`src/rtl/obc_da_pkg.sv`:
```
// Shared definitions for the OBC distributed-arithmetic sequencer:
// FSM state encoding, point count and default widths.
package obc_da_pkg;

    localparam int NUM_PTS    = 16;
    localparam int DEF_DATA_W = 16;
    localparam int DEF_ROM_W  = 32;
    localparam int DEF_ACC_W  = 48;

    typedef enum logic [1:0] {
        ST_IDLE = 2'd0,
        ST_RUN  = 2'd1,
        ST_DONE = 2'd2
    } state_t;

endpackage

```
`src/rtl/obc_slice_mux.sv`:
```
// Bit-plane extraction: picks bit 'cnt' of each captured sample to form
// the ROM address slice. The output is forced to zero when en is low.
module obc_slice_mux
    import obc_da_pkg::*;
#(
    parameter int DATA_W = DEF_DATA_W,
    parameter int CNT_W  = 4
) (
    input  logic [NUM_PTS*DATA_W-1:0] samples,
    input  logic [CNT_W-1:0]          cnt,
    input  logic                      en,
    output logic [NUM_PTS-1:0]        slice_bits
);

    genvar gi;
    generate
        for (gi = 0; gi < NUM_PTS; gi++) begin : g_bit
            logic [DATA_W-1:0] sample;
            assign sample         = samples[gi*DATA_W +: DATA_W];
            // One ROM address bit per sample: the selected bit-plane.
            assign slice_bits[gi] = en & sample[cnt];
        end
    endgenerate

endmodule

```
`src/rtl/obc_da_sequencer.sv`:
```
// Bit-serial OBC distributed-arithmetic sequencer. Captures a 16-sample
// block, walks its bit-planes LSB first, drives an external ROM with each
// slice and accumulates the shifted signed ROM results into one result.
// Optional feature macro: OBC_OFFSET_EN adds parameter OBC_INIT, which
// is loaded into the accumulator at accept (pre-added constant term).
module obc_da_sequencer
    import obc_da_pkg::*;
#(
    parameter int DATA_W = DEF_DATA_W,
    parameter int ROM_W  = DEF_ROM_W,
    parameter int ACC_W  = DEF_ACC_W
`ifdef OBC_OFFSET_EN
    ,
    parameter logic [ACC_W-1:0] OBC_INIT = '0
`endif
) (
    input  logic                      clk,
    input  logic                      rst,
    input  logic                      in_valid,
    output logic                      in_ready,
    input  logic [NUM_PTS*DATA_W-1:0] in_data,
    output logic [NUM_PTS-1:0]        slice_bits,
    output logic                      slice_m,
    input  logic [ROM_W-1:0]          rom_data,
    output logic                      out_valid,
    input  logic                      out_ready,
    output logic [ACC_W-1:0]          out_data,
    output logic                      busy
);

    localparam int               CNT_W    = (DATA_W > 1) ? $clog2(DATA_W) : 1;
    localparam logic [CNT_W-1:0] CNT_LAST = CNT_W'(DATA_W - 1);
`ifdef OBC_OFFSET_EN
    localparam logic [ACC_W-1:0] ACC_INIT = OBC_INIT;
`else
    localparam logic [ACC_W-1:0] ACC_INIT = '0;
`endif

    state_t                      state_reg, state_next;
    logic [CNT_W-1:0]            cnt_reg;
    logic [ACC_W-1:0]            acc_reg;
    logic [NUM_PTS*DATA_W-1:0]   samples_reg;
    logic                        accept;
    logic                        run_last;
    logic                        run_en;
    logic [ACC_W-1:0]            rom_ext;
    logic [ACC_W-1:0]            rom_shifted;

    // Sign-extend the ROM partial sum, then weight it by 2^cnt.
    assign rom_ext     = ACC_W'($signed(rom_data));
    assign rom_shifted = rom_ext << cnt_reg;

    assign run_en   = (state_reg == ST_RUN);
    assign slice_m  = run_en && (cnt_reg == CNT_LAST);
    assign out_data = acc_reg;

    obc_slice_mux #(
        .DATA_W (DATA_W),
        .CNT_W  (CNT_W)
    ) u_slice_mux (
        .samples    (samples_reg),
        .cnt        (cnt_reg),
        .en         (run_en),
        .slice_bits (slice_bits)
    );

    // Next-state and handshake outputs; blocks never overlap.
    always_comb begin
        state_next = state_reg;
        in_ready   = 1'b0;
        out_valid  = 1'b0;
        busy       = 1'b1;
        accept     = 1'b0;
        run_last   = 1'b0;
        case (state_reg)
            ST_IDLE: begin
                in_ready = 1'b1;
                busy     = 1'b0;
                if (in_valid) begin
                    accept     = 1'b1;
                    state_next = ST_RUN;
                end
            end
            ST_RUN: begin
                run_last = (cnt_reg == CNT_LAST);
                if (run_last) begin
                    state_next = ST_DONE;
                end
            end
            ST_DONE: begin
                out_valid = 1'b1;
                if (out_ready) begin
                    state_next = ST_IDLE;
                end
            end
            default: begin
                state_next = ST_IDLE;
            end
        endcase
    end

    // State register; reset discards any block in flight.
    always_ff @(posedge clk or posedge rst) begin
        if (rst) begin
            state_reg <= ST_IDLE;
        end else begin
            state_reg <= state_next;
        end
    end

    // Sample capture, bit-plane counter and wrapping accumulator.
    always_ff @(posedge clk or posedge rst) begin
        if (rst) begin
            samples_reg <= '0;
            cnt_reg     <= '0;
            acc_reg     <= '0;
        end else if (accept) begin
            samples_reg <= in_data;
            cnt_reg     <= '0;
            acc_reg     <= ACC_INIT;
        end else if (run_en) begin
            acc_reg <= acc_reg + rom_shifted;
            cnt_reg <= run_last ? '0 : cnt_reg + 1'b1;
        end
    end

endmodule

```
`config.mk`:
```
export PLATFORM = sky130hd
export DESIGN_NAME = obc_da_sequencer
export DESIGN_NICKNAME = d
export VERILOG_FILES = /design/src/rtl/obc_da_pkg.sv /design/src/rtl/obc_slice_mux.sv /design/src/rtl/obc_da_sequencer.sv
export SDC_FILE = /design/constraint.sdc
export NUM_CORES = 1
export LEC_CHECK = 0
export ABC_AREA = 1
export CORE_MARGIN = 10
export CORE_UTILIZATION = 41
export DETAILED_ROUTE_END_ITERATION = 10
export GPL_TIMING_DRIVEN = 0
export PLACE_DENSITY = 0.75
export SLEW_MARGIN = 25
export SYNTH_ARGS = -nofsm -noshare
export SYNTH_HDL_FRONTEND = slang
export SYNTH_SLANG_ARGS = --single-unit
export TNS_END_PERCENT = 5
```
`constraint.sdc`:
```
create_clock -name clk -period 11.15 [get_ports clk]
set_input_delay 1.6725 -clock clk [delete_from_list [all_inputs] [get_ports clk]]
set_output_delay 1.6725 -clock clk [all_outputs]
set_load 0.05 [all_outputs]
```
==> results of run 1 <==
[cells in the mapped netlist, types with 2 or more instances]
cell	number
sky130_fd_sc_hd__o211ai_1	32
sky130_fd_sc_hd__nand3b_1	2
sky130_fd_sc_hd__buf_2	50
sky130_fd_sc_hd__o21ai_0	244
sky130_fd_sc_hd__ha_1	48
sky130_fd_sc_hd__nand3_1	135
sky130_fd_sc_hd__buf_1	7
sky130_fd_sc_hd__o21ai_1	31
sky130_fd_sc_hd__xnor2_1	2
sky130_fd_sc_hd__o22ai_1	16
sky130_fd_sc_hd__nor2_2	12
sky130_fd_sc_hd__a21oi_2	3
sky130_fd_sc_hd__xor2_1	2
sky130_fd_sc_hd__o221ai_1	24
sky130_fd_sc_hd__a22o_1	2
sky130_fd_sc_hd__mux2i_1	5
sky130_fd_sc_hd__nor2_4	2
sky130_fd_sc_hd__inv_1	285
sky130_fd_sc_hd__nor3_1	7
sky130_fd_sc_hd__a21o_1	2
sky130_fd_sc_hd__a31oi_1	5
sky130_fd_sc_hd__o21bai_1	2
sky130_fd_sc_hd__nand4_1	9
sky130_fd_sc_hd__nor2_1	187
sky130_fd_sc_hd__inv_2	6
sky130_fd_sc_hd__a21oi_1	93
sky130_fd_sc_hd__nand3_2	3
sky130_fd_sc_hd__buf_4	16
sky130_fd_sc_hd__nand2_2	2
sky130_fd_sc_hd__clkbuf_1	65
sky130_fd_sc_hd__nand2_1	1317
sky130_fd_sc_hd__dfrtp_1	310
sky130_fd_sc_hd__buf_6	11
sky130_fd_sc_hd__a32o_1	2
sky130_fd_sc_hd__or2_2	2
[power by group through the flow]
stage	Combinational, uW	Sequential (uW)	Clock, uW
after floorplan	4130	2240	0
after global routing	7290	2080	1300
after detailed placement	6480	2030	0
after CTS	6510	2020	1260
after global placement	6420	2020	0
final	6630	2030	1250
[routing by layer]
| layer | track usage [%] | vias up | share of wire, % |
|---|---|---|---|
| li1 | - | 10100 | - |
| met1 | 34.8 | 9832 | 38 |
| met2 | 47.2 | 1143 | 47 |
| met3 | 6.85 | 229 | 11 |
| met4 | 13.7 | 8 | 4.6 |
| met5 | 0 | - | 0.055 |
[logic make-up after synthesis]
kind of cell,share of synthesized area [%]
and+or+nand+nor,33.8
AOI/OAI and AO/OA,13.1
buffers and inverters,9.63
DFF,39.8
adders and majority gates,3.19
muxes,0.257
xor gates and xnor gates,0.180
[stage by stage]
stage | power (uW) | area (um2) | TNS [ns] | utilization (%) | worst slack (ns)
after detailed placement | 8510 | 23900 | 0 | 51.2 | 6.13
final | 9920 | 25200 | 0 | 53.9 | 5.86
after global routing | 10700 | 25200 | 0 | 53.9 | 5.78
after global placement | 8430 | 23800 | -942.67 | 51.0 | -3.08
after floorplan | 6370 | 19500 | 0 | - | 0.905
after CTS | 9790 | 25200 | 0 | 53.8 | 5.97
[critical path: stages, from the launching register on]
cell	delay, ns
sky130_fd_sc_hd__dfrtp_1	0.41
sky130_fd_sc_hd__inv_2	0.11
sky130_fd_sc_hd__clkbuf_1	0.71
sky130_fd_sc_hd__o21ai_0	0.20
sky130_fd_sc_hd__o22ai_1	0.28
sky130_fd_sc_hd__o211ai_1	0.13
sky130_fd_sc_hd__a21oi_1	0.31
sky130_fd_sc_hd__clkdlybuf4s50_1	0.88
[cell type report]
| class | count | area share (%) |
|---|---|---|
| timing repair buffer | 362 | 14.6 |
| buffer | 150 | 3.09 |
| sequential | 310 | 30.8 |
| antenna | 10 | 0.0993 |
| tap | 607 | 3.01 |
| clock buffer | 52 | 4.34 |
| inverter | 292 | 4.38 |
| multi-input combinational | 2197 | 39.1 |
| clock inverter | 12 | 0.626 |
[path summary, 6_finish.rpt]
path | end
worst max-delay path | slice_bits[14]
worst min-delay path | samples_reg[129]
worst max register to register | out_data[42]
worst min register to register | samples_reg[129]
max in group asynchronous | samples_reg[8]
min in group asynchronous | samples_reg[220]
[placed cells by master (no fill, tap or decap), types with 32 or more instances in the layout]
cell and instances:
sky130_fd_sc_hd__inv_1 284, sky130_fd_sc_hd__nand3_1 135, sky130_fd_sc_hd__ha_1 48, sky130_fd_sc_hd__nand2_1 1317, sky130_fd_sc_hd__dfrtp_1 310, sky130_fd_sc_hd__o21ai_0 244, sky130_fd_sc_hd__a21oi_1 93, sky130_fd_sc_hd__clkbuf_1 69
sky130_fd_sc_hd__clkbuf_16 37, sky130_fd_sc_hd__o211ai_1 32, sky130_fd_sc_hd__buf_2 50, sky130_fd_sc_hd__clkdlybuf4s50_1 359, sky130_fd_sc_hd__nor2_1 187
==> impl_metrics.json, run 1 <==
{
  "multiInputGateArea_um2": 9840,
  "post-place-cells": 3918,
  "synth_seq_area_share_pct": 39.8,
  "timing.hold.worst.class": "flop to flop",
  "drive_gt1_share_pct": 5.13,
  "vias_after_detailed_routing": 21300,
  "max-cap-violations": 0,
  "timing.final.hold_violations": 0,
  "min_period_ns": 5.29,
  "cts_root_buf": "sky130_fd_sc_hd__clkbuf_16",
  "postSynth.topFlopCell": "sky130_fd_sc_hd__dfrtp_1",
  "final_cells": 3992,
  "leakagePower_uw": 0.0128,
  "mappedNetlistNets": 3290,
  "gr-usage-all-layers_pct": 28.7,
  "pin_count": 360,
  "finalWirelength_um": 83400,
  "starting_drc_count_in_detailed_routing": 2279,
  "number_of_antenna_violations_at_the_first_check_in_global_routing": 11,
  "irDropWorstVdd_uv": 273,
  "worst-r2r-setup-slack_ns": 7.17,
  "switching_share_pct": 54.8,
  "vias_in_the_first_global_route": 21000,
  "syn_avg_cell_area_um2": 6.60,
  "grt_max_degree": 101,
  "share_comb_of_total_power_pct": 66.9,
  "worst_setup_path_startpoint": "cnt_reg[1]",
  "max_slew_violation_count": 0,
  "finish.net_count": 3690,
  "cts-root-to-sink-buffers": 3,
  "critPathLaunchType": "flop",
  "firstDrtPassIters": 6,
  "fp.coreArea_um2": 46800,
  "hold-path-cell-count": 2,
  "worst_path_max_fanout": 10,
  "pwr-share-seq_pct": 20.5,
  "worst-slew-pin-transition_ns": 1.01,
  "power.density_cell_area_nw_per_um2": 394,
  "source_to_sink_clock_delay_at_the_later_pin_of_the_worst_skew_pair_ns": 0.59,
  "drc_errors": 0,
  "rr_startpoint": "cnt_reg[1]",
  "detail_placement_hpwl_um": 64600,
  "flip_flop_and_latch_area_um2": 7760,
  "filler_cell_count": 4542,
  "h-tree-depth": 2,
  "post_cts_buffers": 0,
  "min_period_over_period_pct": 47.5,
  "synth-seq-cells": 310,
  "overall_die_area_um2": 56600,
  "tritoncts_num_sinks": 310,
  "cts_tree": "done",
  "post_cts.resized_instances": 0,
  "top_cell_type_s_share_of_synthesized_area_pct": 39.8,
  "die_x_um": 238,
  "largest_reg_flops": 256,
  "run_status": "complete, no violations",
  "yosysWarnings": 0,
  "timing.critical_path.arrival_ns": 3.62,
  "edff_count_synth": 0,
  "place.gp.congestion": 0.977,
  "fin_worst_hold_slack_ns": 0.474,
  "initial_utilization_pct": 41.7,
  "floorplan.rows": 79,
  "ant_nets": 0,
  "timing.critical_path.to_type": "output pin",
  "critical_path_required_ns": 9.48,
  "synth_top_cells_by_area": "sky130_fd_sc_hd__dfrtp_1, sky130_fd_sc_hd__nand2_1, sky130_fd_sc_hd__o21ai_0",
  "postSynthCellCount": 2949,
  "max_clock_freq_mhz": 189,
  "synth_area_um2": 19500,
  "route.detailed.vias_per_inst": 5.35,
  "floorplan.die.height_um": 238,
  "cts_buffers": 36,
  "routedWlPerCell_um": 20.9,
  "buffer_ports.inserted": 359,
  "r2r.worst_path.cells": 17,
  "unrepaired_setup_endpoints_after_global_routing": "no",
  "final_setup_vio_count": 0,
  "synth-async-reset-ratio_pct": 100,
  "critPathKind": "flop to output pin",
  "grt_overflow_total": 0,
  "layout-area-overhead-vs-synth_pct": 29.4,
  "synth_cell_types": 43,
  "timing.slew.headroom_pct": 32.9,
  "p_clk_share_pct": 12.6,
  "net-switching-power_uw": 5440,
  "min-delay-start": "samples_reg[129]",
  "cts-hold-fix-buffers": 0,
  "synth_top_cell_by_area": "sky130_fd_sc_hd__dfrtp_1",
  "cell_internal_pwr_uw": 4490,
  "grt_first_pass_wirelength_um": 123000,
  "cts.clk_slew.worst_paths_ns": 0.06,
  "timing.clock.skew_ns": 0.0347
}
Power figures use the tool's default switching activity.
==> run 2, diff against run 1 <==
- clock period: 11.15 -> 5.5 ns (I/O delays scaled with it)
==> run 2 against run 1 <==
Sequential power is 100% higher. Final area stayed put. Routed wire length hardly changed. Utilization stayed put. Hold slack better by 0.0047 ns. Sequential cell count stayed put. Sequential share of layout area stayed put. Worst setup slack worse by 4.8 ns. Critical path type unchanged. Critical endpoint is now slice_bits[0]. Largest power group unchanged.
==> impl_metrics.json, run 2 (synthesis results as in run 1) <==
{
  "run_status": "complete, no violations",
  "timing.clock.skew_ns": 0.0217,
  "timing.critical_path.to_type": "output pin",
  "fin_worst_hold_slack_ns": 0.479,
  "max_slew_violation_count": 0,
  "tritoncts_num_sinks": 310,
  "vias_in_the_first_global_route": 21000,
  "grt_max_degree": 31,
  "final_cell_utilization_of_the_core_pct": 53.9,
  "crit_path_cell_trace": "buf_4 -> clkbuf_1 -> o21ai_0 -> o21ai_0 -> o211ai_1 -> a21oi_1 -> clkdlybuf4s50_1",
  "cts_tree": "done",
  "cpPeakStageDelay_ns": 0.88,
  "floorplan.rows": 79,
  "most_common_library_cell_in_the_layout_ignoring_fill_and_taps": "sky130_fd_sc_hd__nand2_1",
  "min_period_ns": 4.40,
  "critPathLaunchType": "flop",
  "largest_reg_flops": 256,
  "timing.slew.headroom_pct": 24.4,
  "initial_utilization_pct": 41.7,
  "worst_path_max_fanout": 10,
  "source_to_sink_clock_delay_at_the_later_pin_of_the_worst_skew_pair_ns": 0.56,
  "grt_overflow_total": 0,
  "cpMaxStageDelayCell": "sky130_fd_sc_hd__clkdlybuf4s50_1",
  "buffer_ports.inserted": 359,
  "place.gp.congestion": 1.01,
  "dpl-instance-area_um2": 24100,
  "post_cts.resized_instances": 0,
  "power.density_cell_area_nw_per_um2": 792,
  "post_cts_buffers": 0,
  "max-cap-violations": 0,
  "fp.coreArea_um2": 46800,
  "routedWlPerCell_um": 20.9,
  "timing.final.hold_violations": 0,
  "h-tree-depth": 2,
  "die_x_um": 238,
  "unrepaired_setup_endpoints_after_global_routing": "no",
  "cts-root-to-sink-buffers": 3,
  "vias_after_detailed_routing": 21500,
  "critical_path_most_common_cell": "sky130_fd_sc_hd__o21ai_0",
  "finalWirelength_um": 83400,
  "cts_buffers": 35,
  "overall_die_area_um2": 56600,
  "layout_common_cells": "sky130_fd_sc_hd__nand2_1, sky130_fd_sc_hd__clkdlybuf4s50_1, sky130_fd_sc_hd__dfrtp_1, sky130_fd_sc_hd__inv_1, sky130_fd_sc_hd__o21ai_0",
  "leakagePower_uw": 0.0128,
  "pin_count": 360,
  "ant_nets": 0,
  "drive_gt1_share_pct": 5.09,
  "timing.hold.worst.class": "flop to flop",
  "cts_root_buf": "sky130_fd_sc_hd__clkbuf_16",
  "gr-usage-all-layers_pct": 28.6,
  "cts-hold-fix-buffers": 0,
  "firstDrtPassIters": 6,
  "timing.critical_path.arrival_ns": 3.57,
  "route.detailed.vias_per_inst": 5.40,
  "starting_drc_count_in_detailed_routing": 2168,
  "power.total_uw": 19900,
  "layout-area-overhead-vs-synth_pct": 29.4,
  "detail_placement_hpwl_um": 65100,
  "final_setup_vio_count": 0,
  "critical_path_required_ns": 4.68,
  "filler_cell_count": 4634,
  "worst-slew-pin-transition_ns": 1.13,
  "irDropWorstVdd_uv": 400,
  "worst-r2r-setup-slack_ns": 1.50,
  "number_of_antenna_violations_at_the_first_check_in_global_routing": 7,
  "cts.clk_slew.worst_paths_ns": 0.06,
  "multiInputGateArea_um2": 9840,
  "final_cells": 3992,
  "finalInstanceArea_um2": 25200,
  "min_period_over_period_pct": 79.9,
  "max_clock_freq_mhz": 227,
  "finish.net_count": 3697,
  "post-place-cells": 3926,
  "critPathKind": "flop to output pin",
  "floorplan.die.height_um": 238,
  "drc_errors": 0,
  "flip_flop_and_latch_area_um2": 7760,
  "grt_first_pass_wirelength_um": 124000
}
-- run 2: worst paths after layout --
check	start	depth (start not counted)	to
min	samples_reg[162]	2	samples_reg[162]
max in group asynchronous	rst	7	out_data[35]
min reg2reg	samples_reg[162]	2	samples_reg[162]
max reg2reg	cnt_reg[3]	16	out_data[40]
max	cnt_reg[1]	7	slice_bits[0]
min in group asynchronous	rst	2	samples_reg[160]
-- run 2: worst max-delay path, delay by kind of cell (launching register included) --
kind | cells | cell delay, ns
buffers and inverters | 3 | 1.75
AO/OA/AOI/OAI | 4 | 0.86
flip-flops | 1 | 0.39
-- run 2: through the flow --
step           setup slack [ns]  setup TNS (ns)
2_1_floorplan             0.548               0
3_3_place_gp              -1.72         -520.98
3_5_place_dp               1.35               0
4_1_cts                    1.16               0
5_1_grt                    1.09               0
6_report                   1.10               0
-- run 2: power by group --
group | leakage (uW) | switching (uW) | internal, uW
Combinational | 0.00844 | 9280 | 4190
Sequential | 0.00382 | 695 | 3440
Clock | 0.000542 | 1010 | 1330
Total | 0.0128 | 11000 | 8960
-- run 2: metal layers --
metal | track usage, % | share of wire (%)
met1 | 35.4 | 39
met2 | 47.0 | 46
met3 | 5.58 | 9.8
met4 | 14.5 | 5.3
met5 | 0 | 0
-- run 2: cell type report --
cell class                 count  share of cell area (%)
multi-input combinational   2197                    39.1
sequential                   310                    30.8
timing repair buffer         370                    15.2
inverter                     292                    4.37
clock buffer                  50                    4.02
buffer                       150                    3.09
tap                          607                    3.01
clock inverter                 8                   0.372
antenna                        8                  0.0795
==> run 3, diff against run 2 <==
- PLACE_DENSITY: 0.75 -> 0.78
- clock period: 5.5 -> 3.75 ns (I/O delays scaled with it)
==> run 3 against run 2 <==
Critical path depth unchanged. Total power grew 48%. Register-to-register slack got worse by 1.4 ns. Global-route usage is essentially flat. Via count fell by 0.32%. Largest cell class unchanged. First-iteration DRC count shrank 16%. Critical path type unchanged. Sequential cell count is the same. Sequential share of layout area shrank 0.22 points. Routed wire length grew 0.26%. Final area up 0.71%.
==> impl_metrics.json, run 3 (synthesis results as in run 1) <==
{
  "cpPeakStageDelay_ns": 0.59,
  "gr-usage-all-layers_pct": 28.6,
  "vias_in_the_first_global_route": 20900,
  "family_of_cells_with_the_greatest_summed_delay_on_the_critical_path": "buffers and inverters",
  "cts.clk_slew.worst_paths_ns": 0.06,
  "overall_die_area_um2": 56600,
  "number_of_antenna_violations_at_the_first_check_in_global_routing": 10,
  "placement.setup.worst_slack_ns": -0.0837,
  "share_comb_of_total_power_pct": 66.7,
  "irDropWorstVdd_uv": 520,
  "p_clk_share_pct": 12.8,
  "min_period_ns": 3.72,
  "cell_internal_pwr_uw": 13400,
  "source_to_sink_clock_delay_at_the_later_pin_of_the_worst_skew_pair_ns": 0.57,
  "routedWlPerCell_um": 20.9,
  "flip_flop_and_latch_area_um2": 7760,
  "crit_path_cell_trace": "buf_4 -> clkbuf_1 -> o21ai_0 -> o221ai_1 -> nand3_1 -> a21oi_1 -> dlygate4sd2_1",
  "drc_errors": 0,
  "unrepaired_setup_endpoints_after_global_routing": "yes",
  "final_setup_vio_count": 0,
  "finalWirelength_um": 83600,
  "cts_tree": "done",
  "max-cap-violations": 0,
  "timing.slew.headroom_pct": 38.0,
  "worst-slew-pin-transition_ns": 0.930,
  "cpMaxStageDelayCell": "sky130_fd_sc_hd__dlygate4sd2_1",
  "buffer_ports.inserted": 359,
  "cts-root-to-sink-buffers": 3,
  "grt_first_pass_wirelength_um": 123000,
  "timing.critical_path.arrival_ns": 3.16,
  "filler_cell_count": 4601,
  "firstDrtPassIters": 8,
  "cts-hold-fix-buffers": 0,
  "pin_count": 360,
  "worst_path_max_fanout": 10,
  "net-switching-power_uw": 16100,
  "cts_root_buf": "sky130_fd_sc_hd__clkbuf_16",
  "timing.hold.worst.class": "primary input to async pin",
  "largest_reg_flops": 256,
  "worst_setup_path_startpoint": "cnt_reg[1]",
  "critical_path_required_ns": 3.19,
  "starting_drc_count_in_detailed_routing": 1818,
  "timing.critical_path.to_type": "output pin",
  "leakagePower_uw": 0.0130,
  "min_period_over_period_pct": 99.3,
  "max_slew_violation_count": 0,
  "multiInputGateArea_um2": 9870,
  "critical_path.endpoint": "slice_bits[7]",
  "rr_startpoint": "cnt_reg[0]",
  "layout-area-overhead-vs-synth_pct": 30.3,
  "power.total_uw": 29500,
  "route.detailed.vias_per_inst": 5.37,
  "r2r.worst_path.cells": 18,
  "detail_placement_hpwl_um": 65700,
  "vias_after_detailed_routing": 21500,
  "run_status": "complete, no violations",
  "ant_nets": 0,
  "tritoncts_num_sinks": 310,
  "critPathKind": "flop to output pin",
  "floorplan.rows": 79,
  "most_common_library_cell_in_the_layout_ignoring_fill_and_taps": "sky130_fd_sc_hd__nand2_1",
  "h-tree-depth": 2,
  "worst-r2r-setup-slack_ns": 0.11,
  "timing.clock.skew_ns": 0.0245,
  "critPathLaunchType": "flop",
  "finish.net_count": 3699,
  "power.density_cell_area_nw_per_um2": 1160,
  "pwr-share-seq_pct": 20.5,
  "cts_buffers": 36,
  "die_x_um": 238,
  "fp.coreArea_um2": 46800,
  "initial_utilization_pct": 41.7,
  "layout_common_cells": "sky130_fd_sc_hd__nand2_1, sky130_fd_sc_hd__clkdlybuf4s50_1, sky130_fd_sc_hd__dfrtp_1, sky130_fd_sc_hd__inv_1, sky130_fd_sc_hd__o21ai_0",
  "grt_max_degree": 34,
  "max_clock_freq_mhz": 268,
  "worst-path-buf-inv": 3,
  "grt_overflow_total": 0,
  "finalWorstSetupSlack_ns": 0.0250,
  "tns_ns": 0,
  "reg2reg_to": "out_data[40]",
  "timing.final.hold_violations": 0,
  "drive_gt1_share_pct": 5.86,
  "critical_path_cell_count": 7,
  "place.gp.congestion": 0.980,
  "floorplan.die.height_um": 238,
  "switching_share_pct": 54.6
}
==> run 3: layout make-up <==
class	instances	share of cell area [%]
diodes	8	0.0789
plain buffers	150	3.16
clock buffers	49	4.10
clock inverters	12	0.873
inverters	292	4.33
multi-input cells	2197	38.9
flip-flops and latches	310	30.6
well taps	607	2.99
repair buffers	371	15.0
==> run 3: how the worst min path moves through the flow <==
stage / from / cells after the start / end
after global placement: samples_reg[66] / 2 / samples_reg[66]
after detailed placement: samples_reg[238] / 2 / samples_reg[238]
after floorplan: samples_reg[0] / 2 / samples_reg[0]
after global routing: rst / 2 / samples_reg[156]
after CTS: rst / 2 / samples_reg[156]
final: rst / 2 / samples_reg[156]
==> run 3: metrics by stage <==
step	cells	instance area (um2)	util, %	hold slack, ns
CTS	3987	25300	54.1	0.282
detailed placement	3926	24100	51.5	0.461
global placement	3915	23800	51.0	0.457
global route	3994	25400	54.3	0.306
finish	3996	25400	54.3	0.289
floorplan	2949	19500	-	0.444
==> run 3: per-layer routing <==
metal	vias up	track usage, %	routed length (um)
met2	1155	47.5	38600
met4	4	14.0	4280
met3	239	7.02	8250
met1	9960	34.2	32400
met5	-	0	20
li1	10100	-	-
==> run 3: repair_timing <==
action	in CTS	in global routing
hold endpoints to repair	0	0
pin swaps	0	1
endpoints found under the setup margin	20	30
gates resized for setup	25	28
buffers inserted	0	1
==> run 3: power by group through the flow <==
stage	Combinational [uW]	Clock [uW]	Sequential, uW
floorplan	12300	0	6670
global placement	19100	0	6010
detailed placement	19300	0	6030
CTS	19300	3780	6000
global route	21600	3910	6200
finish	19700	3770	6050
